<file path="config.mk">
export PLATFORM = sky130hd
export DESIGN_NAME = switch_debounce_multi
export DESIGN_NICKNAME = d
export VERILOG_FILES = /design/src/rtl/switch_debounce_pkg.sv /design/src/rtl/switch_debounce_channel.sv /design/src/rtl/switch_debounce_multi.sv
export SDC_FILE = /design/constraint.sdc
export NUM_CORES = 1
export LEC_CHECK = 0
export ABC_AREA = 1
export ABC_CLOCK_PERIOD_IN_PS = 1800
export BUFFER_PORTS_ARGS = -buffer_cell sky130_fd_sc_hd__buf_2
export CORE_MARGIN = 8
export CORE_UTILIZATION = 57
export DETAILED_ROUTE_END_ITERATION = 10
export PLACE_DENSITY = 0.95
export SKIP_LAST_GASP = 1
export SLEW_MARGIN = 10
export SYNTH_ARGS = -nofsm -noshare
export SYNTH_HDL_FRONTEND = slang
export SYNTH_SLANG_ARGS = --single-unit
</file>
<file path="constraint.sdc">
create_clock -name swclock -period 1.8 [get_ports swclock]
set_input_delay 0.18 -clock swclock [delete_from_list [all_inputs] [get_ports swclock]]
set_output_delay 0.18 -clock swclock [all_outputs]
set_load 0.05 [all_outputs]
</file>
<file path="src/rtl/switch_debounce_pkg.sv">
// Shared constants and helpers for the multi-channel switch debouncer.
package switch_debounce_pkg;

    localparam int   DEF_TICKS       = 3;
    localparam logic DEF_RESET_LEVEL = 1'b1;

    // Width of a counter holding 0..ticks, never narrower than one bit.
    function automatic int cnt_width(input int ticks);
        int w;
        w = $clog2(ticks + 1);
        return (w < 1) ? 1 : w;
    endfunction

endpackage

</file>
<file path="src/rtl/switch_debounce_channel.sv">
// One debouncer channel: stable-level counter, debounced level and edge pulses.
module switch_debounce_channel
    import switch_debounce_pkg::*;
#(
    parameter int   TICKS       = DEF_TICKS,
    parameter logic RESET_LEVEL = DEF_RESET_LEVEL
) (
    input  logic swclock,
    input  logic reset,
    input  logic swtick,
    input  logic s,
    output logic dbsw,
    output logic rise,
    output logic fall,
    output logic busy
);

    localparam int            CW   = cnt_width(TICKS);
    localparam logic [CW-1:0] LAST = CW'(TICKS - 1);

    logic [CW-1:0] cnt_q, cnt_d;
    logic          dbsw_q, dbsw_d;
    logic          rise_q, rise_d;
    logic          fall_q, fall_d;

    // Count ticks of disagreement; any agreeing sample clears the count at once.
    always_comb begin
        dbsw_d = dbsw_q;
        cnt_d  = cnt_q;
        rise_d = 1'b0;
        fall_d = 1'b0;
        if (s == dbsw_q) begin
            cnt_d = '0;
        end else if (swtick) begin
            if (cnt_q == LAST) begin
                dbsw_d = s;
                cnt_d  = '0;
                rise_d = s;
                fall_d = ~s;
            end else begin
                cnt_d = cnt_q + 1'b1;
            end
        end
    end

    // Channel state register; reset drops any pending change without a pulse.
    always_ff @(posedge swclock) begin
        if (reset) begin
            dbsw_q <= RESET_LEVEL;
            cnt_q  <= '0;
            rise_q <= 1'b0;
            fall_q <= 1'b0;
        end else begin
            dbsw_q <= dbsw_d;
            cnt_q  <= cnt_d;
            rise_q <= rise_d;
            fall_q <= fall_d;
        end
    end

    assign dbsw = dbsw_q;
    assign rise = rise_q;
    assign fall = fall_q;
    assign busy = |cnt_q;

endmodule

</file>
<file path="src/rtl/switch_debounce_multi.sv">
// Multi-channel switch debouncer top.
// Define SWITCH_DEBOUNCE_SYNC_EN to put a 2-flop synchroniser on every input
// (adds 2 swclock cycles of latency); otherwise sw must already be synchronous.
module switch_debounce_multi
    import switch_debounce_pkg::*;
#(
    parameter int   CHANNELS    = 8,
    parameter int   TICKS       = DEF_TICKS,
    parameter logic RESET_LEVEL = DEF_RESET_LEVEL
) (
    input  logic                swclock,
    input  logic                reset,
    input  logic                swtick,
    input  logic [CHANNELS-1:0] sw,
    output logic [CHANNELS-1:0] dbsw,
    output logic [CHANNELS-1:0] dbsw_neg,
    output logic [CHANNELS-1:0] rise,
    output logic [CHANNELS-1:0] fall,
    output logic [CHANNELS-1:0] busy,
    output logic                any_change
);

    logic [CHANNELS-1:0] s;

`ifdef SWITCH_DEBOUNCE_SYNC_EN
    logic [CHANNELS-1:0] sync1_q, sync1_d;
    logic [CHANNELS-1:0] sync2_q, sync2_d;

    // Synchroniser next-state: shift raw levels through two stages.
    always_comb begin
        sync1_d = sw;
        sync2_d = sync1_q;
    end

    // Synchroniser flops start at the reset level so no false edge is seen.
    always_ff @(posedge swclock) begin
        if (reset) begin
            sync1_q <= {CHANNELS{RESET_LEVEL}};
            sync2_q <= {CHANNELS{RESET_LEVEL}};
        end else begin
            sync1_q <= sync1_d;
            sync2_q <= sync2_d;
        end
    end

    assign s = sync2_q;
`else
    assign s = sw;
`endif

    for (genvar i = 0; i < CHANNELS; i++) begin : g_ch
        switch_debounce_channel #(
            .TICKS       (TICKS),
            .RESET_LEVEL (RESET_LEVEL)
        ) u_ch (
            .swclock (swclock),
            .reset   (reset),
            .swtick  (swtick),
            .s       (s[i]),
            .dbsw    (dbsw[i]),
            .rise    (rise[i]),
            .fall    (fall[i]),
            .busy    (busy[i])
        );
    end

    assign dbsw_neg   = ~dbsw;
    assign any_change = |(rise | fall);

endmodule

</file>
==> flow_metrics.env, run 1 <==
export IMPL_status="finished clean"
export IMPL_power_density_nw_per_um2=705
export IMPL_endpoint_kind="primary output"
export IMPL_core_area_um2=3580
export IMPL_max_cap_violations=0
export IMPL_fp_dieH_um=76.3
export IMPL_cp_slowest_stage_delay_ns=0.32
export IMPL_syn_inst=316
export IMPL_hold_class="input pin to register"
export IMPL_grt_pass1_vias=1774
export IMPL_synth_common_cells="nand2_1 (89), inv_1 (48), nor2_1 (44), dfxtp_1 (40), nand3_1 (38)"
export IMPL_synth_area_top_cells="dfxtp_1 (39%), nand2_1 (16%), buf_4 (13%)"
export IMPL_postCtsResizedCells=0
export IMPL_synth_seq_cells=40
export IMPL_dp_cells=378
export IMPL_period_needed_ns=1.44
export IMPL_report_final_slew_viol_count=0
export IMPL_antenna_found_initial=0
export IMPL_crit_path_max_fanout=2
export IMPL_hpwl_mm=3.17
export IMPL_fin_tns_setup_ns=0
export IMPL_drive_gt1_share_pct=17.5
export IMPL_grt_max_degree=26
export IMPL_cts_sinks=40
export IMPL_start_util_pct=58.0
export IMPL_worst_slack_ns=0.360
export IMPL_n_antenna_cell=0
export IMPL_syn_nets=327
export IMPL_area_delta_synth_final_pct=3.92
export IMPL_crit_buf_inv=1
export IMPL_grt_pass1_wl_mm=7.28
export IMPL_die_x_um=76.3
export IMPL_h_tree_depth=2
export IMPL_cpMaxStageDelayCell="dfxtp_1"
export IMPL_first_iter_violations=145
export IMPL_worstSkewPairLatency_ns=0.33
export IMPL_yosys_area_top_type="dfxtp_1"
export IMPL_tightest_slew_ns=0.452
export IMPL_fin_cells=385
export IMPL_cts_tree="done"
export IMPL_fmax_mhz=694
export IMPL_synthFlopType="dfxtp_1"
export IMPL_start_kind="register"
export IMPL_fin_worst_skew_ns=0.00979
export IMPL_clockBufferDepth=2
export IMPL_worst_ep_arrival_time_ns=1.26
export IMPL_rows=22
export IMPL_final_util_pct=60.3
export IMPL_ios=52
export IMPL_gr_usage_all_layers_pct=14.7
export IMPL_grt_overflow=0
export IMPL_p_leak_nw=1.30
export IMPL_postPlaceCellArea_um2=2110
export IMPL_synth_avg_cell_area_um2=6.57
export IMPL_post_synth_num_cell_types=10
export IMPL_seq_area_frac_synth_pct=38.6
export IMPL_synth_most_common_cell="nand2_1"
export IMPL_drc=0
export IMPL_synth_area_um2=2080
export IMPL_wl_per_cell_um=10.4
export IMPL_gp_congestion=0.832
export IMPL_fp_dieArea_um2=5830
export IMPL_clkTransAtPathRegs_ns=0.11
export IMPL_vias_per_cell=4.76
export IMPL_synth_top_cell_area_share_pct=38.6
export IMPL_path_delay_family="simple AND/OR/NAND/NOR gates"
export IMPL_finalPower_mw=1.52
export IMPL_hold_ws_ns=0.135
export IMPL_ant_nets=0
export IMPL_synth_edf_count=0
export IMPL_finalWirelength_mm=4.00
export IMPL_holdBufCountCts=0
export IMPL_io_buffers=51
export IMPL_fin_area_um2=2160
export IMPL_yosysWarnings=0
export IMPL_rsz0062_at_grt="no"
export IMPL_clockRootBuffer="clkbuf_4"
export IMPL_cp_required_ns=1.62
export IMPL_nets=348
export IMPL_cts_buffers=5
export IMPL_dr_pass1_iters=4
export IMPL_finalHoldViolCount=0
export IMPL_cp_cell_sequence="nor2_1 -> nand2_1 -> nor2_1 -> nand2_1 -> buf_2"
export IMPL_via_count=1834
export IMPL_worstSetupPathType="register to primary output"
export IMPL_pre_cts_slack_ns=0.520
export IMPL_synthArstFlopShare_pct=0
export IMPL_ir_drop_v=0.000412
export IMPL_postCtsSetupRepairBufs=0
export IMPL_slew_headroom_pct=69.8
export IMPL_setup_viol=0
export IMPL_post_route_period_util_pct=80.0
worst paths after layout:
kind                                       from  slack [ns]  depth (start not counted)                            endpoint
max                g_ch[5].u_ch.fall$_SDFF_PP0_        0.36                          5                          any_change
min                                       sw[6]        0.14                          4        g_ch[6].u_ch.fall$_SDFF_PP0_
max reg2reg      g_ch[1].u_ch.dbsw$_SDFFE_PP1P_        0.96                          5  g_ch[1].u_ch.cnt_q[0]$_SDFFE_PP0P_
min reg2reg  g_ch[0].u_ch.cnt_q[1]$_SDFFE_PP0P_        0.51                          2        g_ch[0].u_ch.fall$_SDFF_PP0_
cell families after synthesis:
family | count (synthesis) | share of synthesized area, %
DFF | 40 | 38.6
AOI/OAI and AO/OA | 2 | 0.482
and+or+nand+nor | 187 | 38.0
buffers and inverters | 87 | 22.9
power breakdown:
part | leakage (nW) | switching, mW | total (mW) | internal, mW
sequential | 0.324 | 0.0109 | 0.909 | 0.898
clock | 0.0281 | 0.262 | 0.407 | 0.144
combinational | 0.952 | 0.151 | 0.205 | 0.0541
total | 1.30 | 0.425 | 1.52 | 1.10
cells in the final DEF (no fill, tap or decap):
master,instances
buf_2,51
o21ai_0,2
inv_1,48
nand3_1,38
nand2_1,89
dfxtp_1,40
nand4_1,16
clkbuf_1,1
clkinv_2,1
clkbuf_4,5
nor2_1,44
buf_4,2
sequential cells by signal, indices dropped and copies added, names as in the netlist:
register / cells
g_ch.u_ch.dbsw: 8
g_ch.u_ch.cnt_q: 16
g_ch.u_ch.fall: 8
g_ch.u_ch.rise: 8
worst min-delay path, delay by kind of cell:
family                 cells  cell delay [ns]
AND/OR/NAND/NOR            2             0.10
buffers and inverters      2             0.16
layout make-up:
cell class	count	area [µm²]
fill	338	1420
sequential	40	801
multi-input combinational	189	800
timing repair buffer	53	270
inverter	48	180
tap	48	60.1
clock buffer	6	41.3
clock inverter	1	5.00
metal layers:
metal	track usage, %	up-vias	share of wire [%]
li1	-	979	-
met1	15.4	808	41
met2	25.4	42	51
met3	5.90	5	6.6
met4	6.15	0	1.4
met5	0	-	0
Power figures use the tool's default switching activity.
==> inputs of run 2 (changes only) <==
--- a/config.mk
+++ b/config.mk
@@ -5,13 +5,13 @@
 export SDC_FILE = /design/constraint.sdc
 export NUM_CORES = 1
 export LEC_CHECK = 0
-export ABC_AREA = 1
-export ABC_CLOCK_PERIOD_IN_PS = 1800
+export ABC_AREA = 0
+export ABC_CLOCK_PERIOD_IN_PS = 1400
 export BUFFER_PORTS_ARGS = -buffer_cell sky130_fd_sc_hd__buf_2
 export CORE_MARGIN = 8
-export CORE_UTILIZATION = 57
+export CORE_UTILIZATION = 52
 export DETAILED_ROUTE_END_ITERATION = 10
-export PLACE_DENSITY = 0.95
+export PLACE_DENSITY = 0.89
 export SKIP_LAST_GASP = 1
 export SLEW_MARGIN = 10
 export SYNTH_ARGS = -nofsm -noshare
==> constraint.sdc (replaced) <==
create_clock -name swclock -period 1.4 [get_ports swclock]
set_input_delay 0.14 -clock swclock [delete_from_list [all_inputs] [get_ports swclock]]
set_output_delay 0.14 -clock swclock [all_outputs]
set_load 0.05 [all_outputs]
==> run 2 against run 1 <==
Compared with the run above:
- the run now ends with setup timing left
- synthesized cell count shrank 29%
- worst hold slack lost 0.083 ns
- core utilization shrank 1.6 points
- clock power grew 130%
- register-to-register slack lost 0.60 ns
- critical endpoint unchanged
- largest cell class is now multi-input gates
==> flow_metrics.env, run 2 <==
export IMPL_status="finished with violations"
export IMPL_violations="setup timing"
export IMPL_p_leak_nw=1.07
export IMPL_hold_ws_ns=0.0526
export IMPL_report_final_slew_viol_count=0
export IMPL_cpMaxStageDelayCell="dfxtp_2"
export IMPL_wl_met2_mm=2.04
export IMPL_largest_reg_flops=16
export IMPL_h_tree_depth=2
export IMPL_post_route_period_util_pct=100
export IMPL_start_util_pct=52.9
export IMPL_worstSetupPathType="register to primary output"
export IMPL_grt_max_degree=33
export IMPL_final_common_cell="buf_2"
export IMPL_clkTransAtPathRegs_ns=0.08
export IMPL_drive_gt1_share_pct=35.2
export IMPL_fmax_mhz=714
export IMPL_crit_path_max_fanout=2
export IMPL_clockRootBuffer="clkbuf_8"
export IMPL_setup_viol=1
export IMPL_layout_common_cells="buf_2 (50), dfxtp_1 (37), nand2b_1 (25)"
export IMPL_rows=23
export IMPL_crit_buf_inv=1
export IMPL_holdBufCountCts=0
export IMPL_path_delay_family="simple AND/OR/NAND/NOR gates"
export IMPL_fp_dieArea_um2=6210
export IMPL_synthFlopType="dfxtp_1"
export IMPL_fp_dieH_um=78.8
export IMPL_nets=257
export IMPL_cts_tree="done"
export IMPL_start_kind="register"
export IMPL_via_count=1548
export IMPL_wl_per_cell_um=13.8
export IMPL_gr_usage_all_layers_pct=13.9
export IMPL_post_synth_num_cell_types=17
export IMPL_n_antenna_cell=0
export IMPL_grt_pass1_vias=1501
export IMPL_final_util_pct=58.7
export IMPL_finalWirelength_mm=4.11
export IMPL_grt_pass1_wl_mm=6.98
export IMPL_antenna_found_initial=0
export IMPL_synth_area_top_cells="dfxtp_1 (39%), buf_4 (12%), nand2b_1 (7.6%)"
export IMPL_synth_common_cells="dfxtp_1 (40), buf_4 (33), nand2b_1 (25), nor4_1 (20)"
export IMPL_synth_most_common_cell="dfxtp_1"
export IMPL_syn_nets=235
export IMPL_r2r_setup_slack_ns=0.36
export IMPL_gp_congestion=0.764
export IMPL_core_area_um2=3880
export IMPL_dr_max_layer_used="met4"
export IMPL_power_density_nw_per_um2=1040
export IMPL_synth_area_um2=2050
export IMPL_synth_edf_count=0
export IMPL_yosysWarnings=0
export IMPL_cp_cell_sequence="nor4_4 -> nand4_1 -> buf_6"
export IMPL_worst_ep_arrival_time_ns=1.26
export IMPL_fin_tns_setup_ns=-0.00100
export IMPL_met3_length_um=310
export IMPL_seq_area_frac_synth_pct=39.0
export IMPL_ios=52
export IMPL_pre_cts_slack_ns=0.150
export IMPL_worstSkewPairLatency_ns=0.30
export IMPL_fin_worst_skew_ns=0.00686
export IMPL_synthArstFlopShare_pct=0
export IMPL_tightest_slew_ns=0.365
export IMPL_endpoint_kind="primary output"
export IMPL_finalHoldViolCount=0
export IMPL_io_buffers=51
export IMPL_yosys_area_top_type="dfxtp_1"
export IMPL_ant_nets=0
export IMPL_area_delta_synth_final_pct=11.1
export IMPL_vias_per_cell=5.21
export IMPL_hpwl_mm=2.98
export IMPL_period_needed_ns=1.40
export IMPL_syn_inst=224
export IMPL_registers_top_by_ff_count="g_ch.u_ch.cnt_q"
export IMPL_rsz0062_at_grt="yes"
export IMPL_die_x_um=78.8
export IMPL_ir_drop_v=0.000400
export IMPL_wl_met1_mm=1.65
export IMPL_worst_slack_ns=-0.00100
export IMPL_hold_class="input pin to register"
export IMPL_max_cap_violations=0
export IMPL_clockBufferDepth=2
export IMPL_slew_headroom_pct=75.7
export IMPL_cp_required_ns=1.26
export IMPL_cts_buffers=5
export IMPL_synth_top_cell_area_share_pct=39.0
export IMPL_cts_sinks=40
export IMPL_dr_pass1_iters=4
export IMPL_finalPower_mw=2.36
export IMPL_grt_overflow=0
export IMPL_first_iter_violations=58
export IMPL_synth_seq_cells=40
export IMPL_drc=0
export IMPL_synth_avg_cell_area_um2=9.17
export IMPL_cp_slowest_stage_delay_ns=0.34
## run 2: changes by cell type after synthesis, sizes merged, moves of 20 or more
cell | previous run | this run
nand3 | 38 | 0
nor2 | 44 | 16
nand2b | 0 | 25
nand2 | 89 | 0
nor4 | 0 | 20
inv | 48 | 16
## run 2: per-layer routing
layer  global-route usage, %  up-vias
met5                       0        -
met4                    6.85        0
met3                    5.98        9
met2                    22.8       41
met1                    14.9      721
li1                        -      777
## run 2: area by class of cell
type	instances	area (µm²)
clock buffer	5	68.8
clock inverter	3	42.5
fill	309	1600
inverter	16	60.1
multi-input combinational	126	936
sequential	40	805
tap	50	62.6
timing repair buffer	57	307
## run 2: worst paths after layout
check | start | end | cells after the start
max | g_ch[4].u_ch.fall$_SDFF_PP0_ | any_change | 3
min | sw[2] | g_ch[2].u_ch.fall$_SDFF_PP0_ | 2
max reg2reg | g_ch[3].u_ch.cnt_q[1]$_SDFFE_PP0P_ | g_ch[3].u_ch.cnt_q[0]$_SDFFE_PP0P_ | 2
min reg2reg | g_ch[2].u_ch.dbsw$_SDFFE_PP1P_ | g_ch[2].u_ch.rise$_SDFF_PP0_ | 1
## run 2: kinds of logic after synthesis
family / after synthesis / synth area share [%]
AO/OA/AOI/OAI: 16 / 7.56
AND/OR/NAND/NOR: 94 / 28.6
multiplexers: 8 / 3.90
XOR/XNOR: 8 / 3.41
buffers and inverters: 58 / 17.5
flip-flops: 40 / 39.0
## run 2: timing repair
item,in CTS,in global routing
resized for setup,7,4
cloned,0,0
pin swaps,2,3
setup endpoints to repair,1,1
setup buffers,0,1
## run 2: report_power, final
group,internal [mW],total [mW],switching [mW]
Sequential,1.15,1.17,0.0209
Combinational,0.0934,0.250,0.156
Clock,0.527,0.939,0.412
## run 2: metrics by stage
stage	cells	instance area, µm²
finish	297	2280
CTS	296	2260
global placement	288	2110
detailed placement	288	2110
global route	297	2280
floorplan	224	2050
## run 2: worst register-to-register path, cell delays in order (launching register included)
cell	delay, ns
dfxtp_1	0.36
or3b_1	0.40
a211oi_2	0.19
==> inputs of run 3 (changes only) <==
--- a/config.mk
+++ b/config.mk
@@ -9,11 +9,14 @@
 export ABC_CLOCK_PERIOD_IN_PS = 1400
 export BUFFER_PORTS_ARGS = -buffer_cell sky130_fd_sc_hd__buf_2
 export CORE_MARGIN = 8
-export CORE_UTILIZATION = 52
+export CORE_UTILIZATION = 50
 export DETAILED_ROUTE_END_ITERATION = 10
+export GPL_ROUTABILITY_DRIVEN = 0
+export MAX_ROUTING_LAYER = met4
 export PLACE_DENSITY = 0.89
 export SKIP_LAST_GASP = 1
 export SLEW_MARGIN = 10
 export SYNTH_ARGS = -nofsm -noshare
 export SYNTH_HDL_FRONTEND = slang
+export SYNTH_HIERARCHICAL = 1
 export SYNTH_SLANG_ARGS = --single-unit
==> run 3 against run 2 <==
Compared with the run above:
- first-iteration DRC count up 48%
- fmax down 2.6%
- die area down 11%
- critical endpoint unchanged
- register-to-register slack better by 0.03 ns
- largest cell class unchanged
- non-clock buffer count up 6
- critical path type unchanged
- the run still ends with setup timing left
- largest power group unchanged
- total power down 14%
- final area up 0.38%
==> flow_metrics.env, run 3 <==
export IMPL_post_synth_num_cell_types=14
export IMPL_die_x_um=74.5
export IMPL_clkTransAtPathRegs_ns=0.10
export IMPL_clockRootBuffer="clkbuf_4"
export IMPL_worst_slack_ns=-0.0381
export IMPL_synth_top_cell_area_share_pct=46.7
export IMPL_internal_power_mw=1.52
export IMPL_syn_inst=165
export IMPL_hold_ws_ns=0.155
export IMPL_synth_common_cells="dfxtp_1 (40), nand2b_1 (16), nand3b_1 (16), nor2_1 (16), nor4b_1 (16)"
export IMPL_worstSkewPairLatency_ns=0.34
export IMPL_n_antenna_cell=0
export IMPL_swShare_pct=25.5
export IMPL_max_cap_violations=0
export IMPL_dr_pass1_iters=4
export IMPL_vias_per_cell=5.29
export IMPL_whs_path_depth=2
export IMPL_layout_common_cells="buf_2 (43), dfxtp_1 (29)"
export IMPL_rows=21
export IMPL_seq_power_share_pct=57.6
export IMPL_slew_headroom_pct=65.7
export IMPL_synth_seq_cells=40
export IMPL_yosysWarnings=6
export IMPL_grt_pass1_vias=1397
export IMPL_combPwrFrac_pct=13.2
export IMPL_status="finished with violations"
export IMPL_fin_cells=282
export IMPL_via_count=1492
export IMPL_synth_most_common_cell="dfxtp_1"
export IMPL_antenna_found_initial=0
export IMPL_first_iter_violations=86
export IMPL_r2r_end="g_ch[4].u_ch/rise$_SDFF_PP0_"
export IMPL_cts_sinks=40
export IMPL_fin_area_um2=2290
export IMPL_r2r_setup_slack_ns=0.39
export IMPL_synthFlopType="dfxtp_1"
export IMPL_fp_dieArea_um2=5550
export IMPL_hold_class="input pin to register"
export IMPL_clockBufferDepth=2
export IMPL_register_area_um2=815
export IMPL_finalPower_mw=2.03
export IMPL_synthArstFlopShare_pct=0
export IMPL_area_delta_synth_final_pct=33.7
export IMPL_p_switching_uw=518
export IMPL_tightest_slew_ns=0.515
export IMPL_dp_cells=266
export IMPL_fin_worst_skew_ns=0.00517
export IMPL_worstSetupPathType="register to primary output"
export IMPL_reg2regPathDepth=2
export IMPL_power_frac_clock_pct=29.2
export IMPL_nets=246
export IMPL_drive_gt1_share_pct=38.6
export IMPL_fp_dieH_um=74.5
export IMPL_finalHoldViolCount=0
export IMPL_worst_ep_arrival_time_ns=1.30
export IMPL_synth_area_top_cells="dfxtp_1 (47%), nor4b_1 (8.2%), nand3b_1 (7.0%)"
export IMPL_grt_overflow=0
export IMPL_finalWirelength_mm=4.02
export IMPL_post_route_period_util_pct=103
export IMPL_ir_drop_v=0.000717
export IMPL_largest_reg_flops=16
export IMPL_rsz0062_at_grt="yes"
export IMPL_grt_pass1_wl_mm=6.49
export IMPL_hpwl_mm=2.71
export IMPL_postPlaceCellArea_um2=2080
export IMPL_fillers=281
export IMPL_wl_per_cell_um=14.2
export IMPL_yosys_area_top_type="dfxtp_1"
export IMPL_synth_area_um2=1710
export IMPL_violations="setup timing"
export IMPL_ios=52
export IMPL_synth_avg_cell_area_um2=10.4
export IMPL_crit_path_max_fanout=2
export IMPL_start_util_pct=51.7
export IMPL_cp_required_ns=1.26
export IMPL_power_density_nw_per_um2=889
export IMPL_fin_tns_setup_ns=-0.0381
export IMPL_start_kind="register"
export IMPL_cts_buffers=5
export IMPL_endpoint_kind="primary output"
export IMPL_drc=0
export IMPL_ant_nets=0
export IMPL_grt_max_degree=38
export IMPL_report_final_slew_viol_count=0
export IMPL_reg2reg_from="g_ch[4].u_ch/cnt_q[0]$_SDFFE_PP0P_"
export IMPL_registers_top_by_ff_count="g_ch.u_ch/cnt_q"
export IMPL_multi_input_area_um2=927
export IMPL_worstHoldStart="reset"
export IMPL_gr_usage_all_layers_pct=15.6
export IMPL_seq_area_frac_synth_pct=46.7
export IMPL_holdPathEnd="g_ch[3].u_ch/cnt_q[0]$_SDFFE_PP0P_"
export IMPL_final_common_cell="buf_2"
export IMPL_period_needed_ns=1.44
export IMPL_h_tree_depth=2
export IMPL_io_buffers=51
export IMPL_syn_nets=176
export IMPL_core_area_um2=3310
export IMPL_cts_tree="done"
export IMPL_fmax_mhz=695
export IMPL_p_leak_nw=1.04
export IMPL_setup_viol=1
export IMPL_synth_edf_count=0
==> run 3: cell count changes in the layout (fill, tap and decap cells not counted), moves of 2 or more <==
cell | before | now
nor4_1 | 16 | 1
inv_1 | 16 | 8
nor4b_1 | 0 | 16
dlygate4sd3_1 | 0 | 8
clkbuf_4 | 0 | 5
dfxtp_2 | 3 | 11
buf_2 | 50 | 43
nand2b_1 | 25 | 16
clkbuf_8 | 5 | 1
nor4_2 | 2 | 0
clkbuf_1 | 0 | 2
buf_4 | 6 | 10
dfxtp_1 | 37 | 29
==> run 3: final cells by class <==
cell class                 count  area share, %
sequential                    40           35.6
tap                           46           2.51
multi-input combinational    117           40.5
inverter                       8           1.31
timing repair buffer          63           17.5
clock buffer                   8           2.57
==> run 3: logic make-up (layout without fill, tap and decap cells) <==
logic type      Yosys count  in the layout  synth area share, %
compound gates           16             16                 9.35
buf+inv                   8             79                 1.75
flops                    40             40                 46.7
simple gates             85             85                 33.4
xor+xnor                  8              8                 4.09
mux                       8              8                 4.68
==> run 3: what timing repair did <==
action                                 in CTS  in global routing
setup endpoints to repair                   1                  8
hold buffers                                8                  0
pin swaps                                   2                  2
buffers inserted                            0                  0
endpoints found under the hold margin       8                  0
resized for setup                           8                 17
==> run 3: how the worst max path moves through the flow <==
stage | startpoint | endpoint | cells past startpoint
6_report | g_ch[0].u_ch/rise$_SDFF_PP0_ | any_change | 3
4_1_cts | g_ch[7].u_ch/rise$_SDFF_PP0_ | any_change | 3
5_1_grt | g_ch[0].u_ch/rise$_SDFF_PP0_ | any_change | 3
3_3_place_gp | g_ch[4].u_ch/fall$_SDFF_PP0_ | any_change | 3
3_5_place_dp | swtick | g_ch[4].u_ch/rise$_SDFF_PP0_ | 3
2_1_floorplan | g_ch[5].u_ch/fall$_SDFF_PP0_ | any_change | 2
==> run 3: stage by stage <==
step	setup slack (ns)	util [%]
detailed placement	0.145	62.8
CTS	-0.0932	68.3
floorplan	0.00689	-
global placement	0.195	62.8
finish	-0.0381	69.2
global route	-0.152	69.2
==> run 3: worst max-delay path, stage by stage, from the launching register on <==
cell and delay, ns:
dfxtp_2 0.35, nor4_4 0.30, nand4_1 0.14, buf_6 0.18
==> run 3: power groups by stage <==
stage	registers, mW	clock network, mW	logic, mW
after floorplan	1.20	0	0.145
after global placement	1.20	0	0.238
after detailed placement	1.20	0	0.241
after CTS	1.17	0.627	0.260
after global routing	1.18	0.682	0.288
final	1.17	0.594	0.269
==> run 3: layer usage <==
| metal | vias to the layer above | global-route usage (%) | share of wire (%) |
|---|---|---|---|
| li1 | 743 | - | - |
| met1 | 691 | 17.6 | 43 |
| met2 | 52 | 24.5 | 48 |
| met3 | 6 | 6.20 | 8.3 |
| met4 | 0 | 5.22 | 1.2 |
| met5 | - | - | 0 |
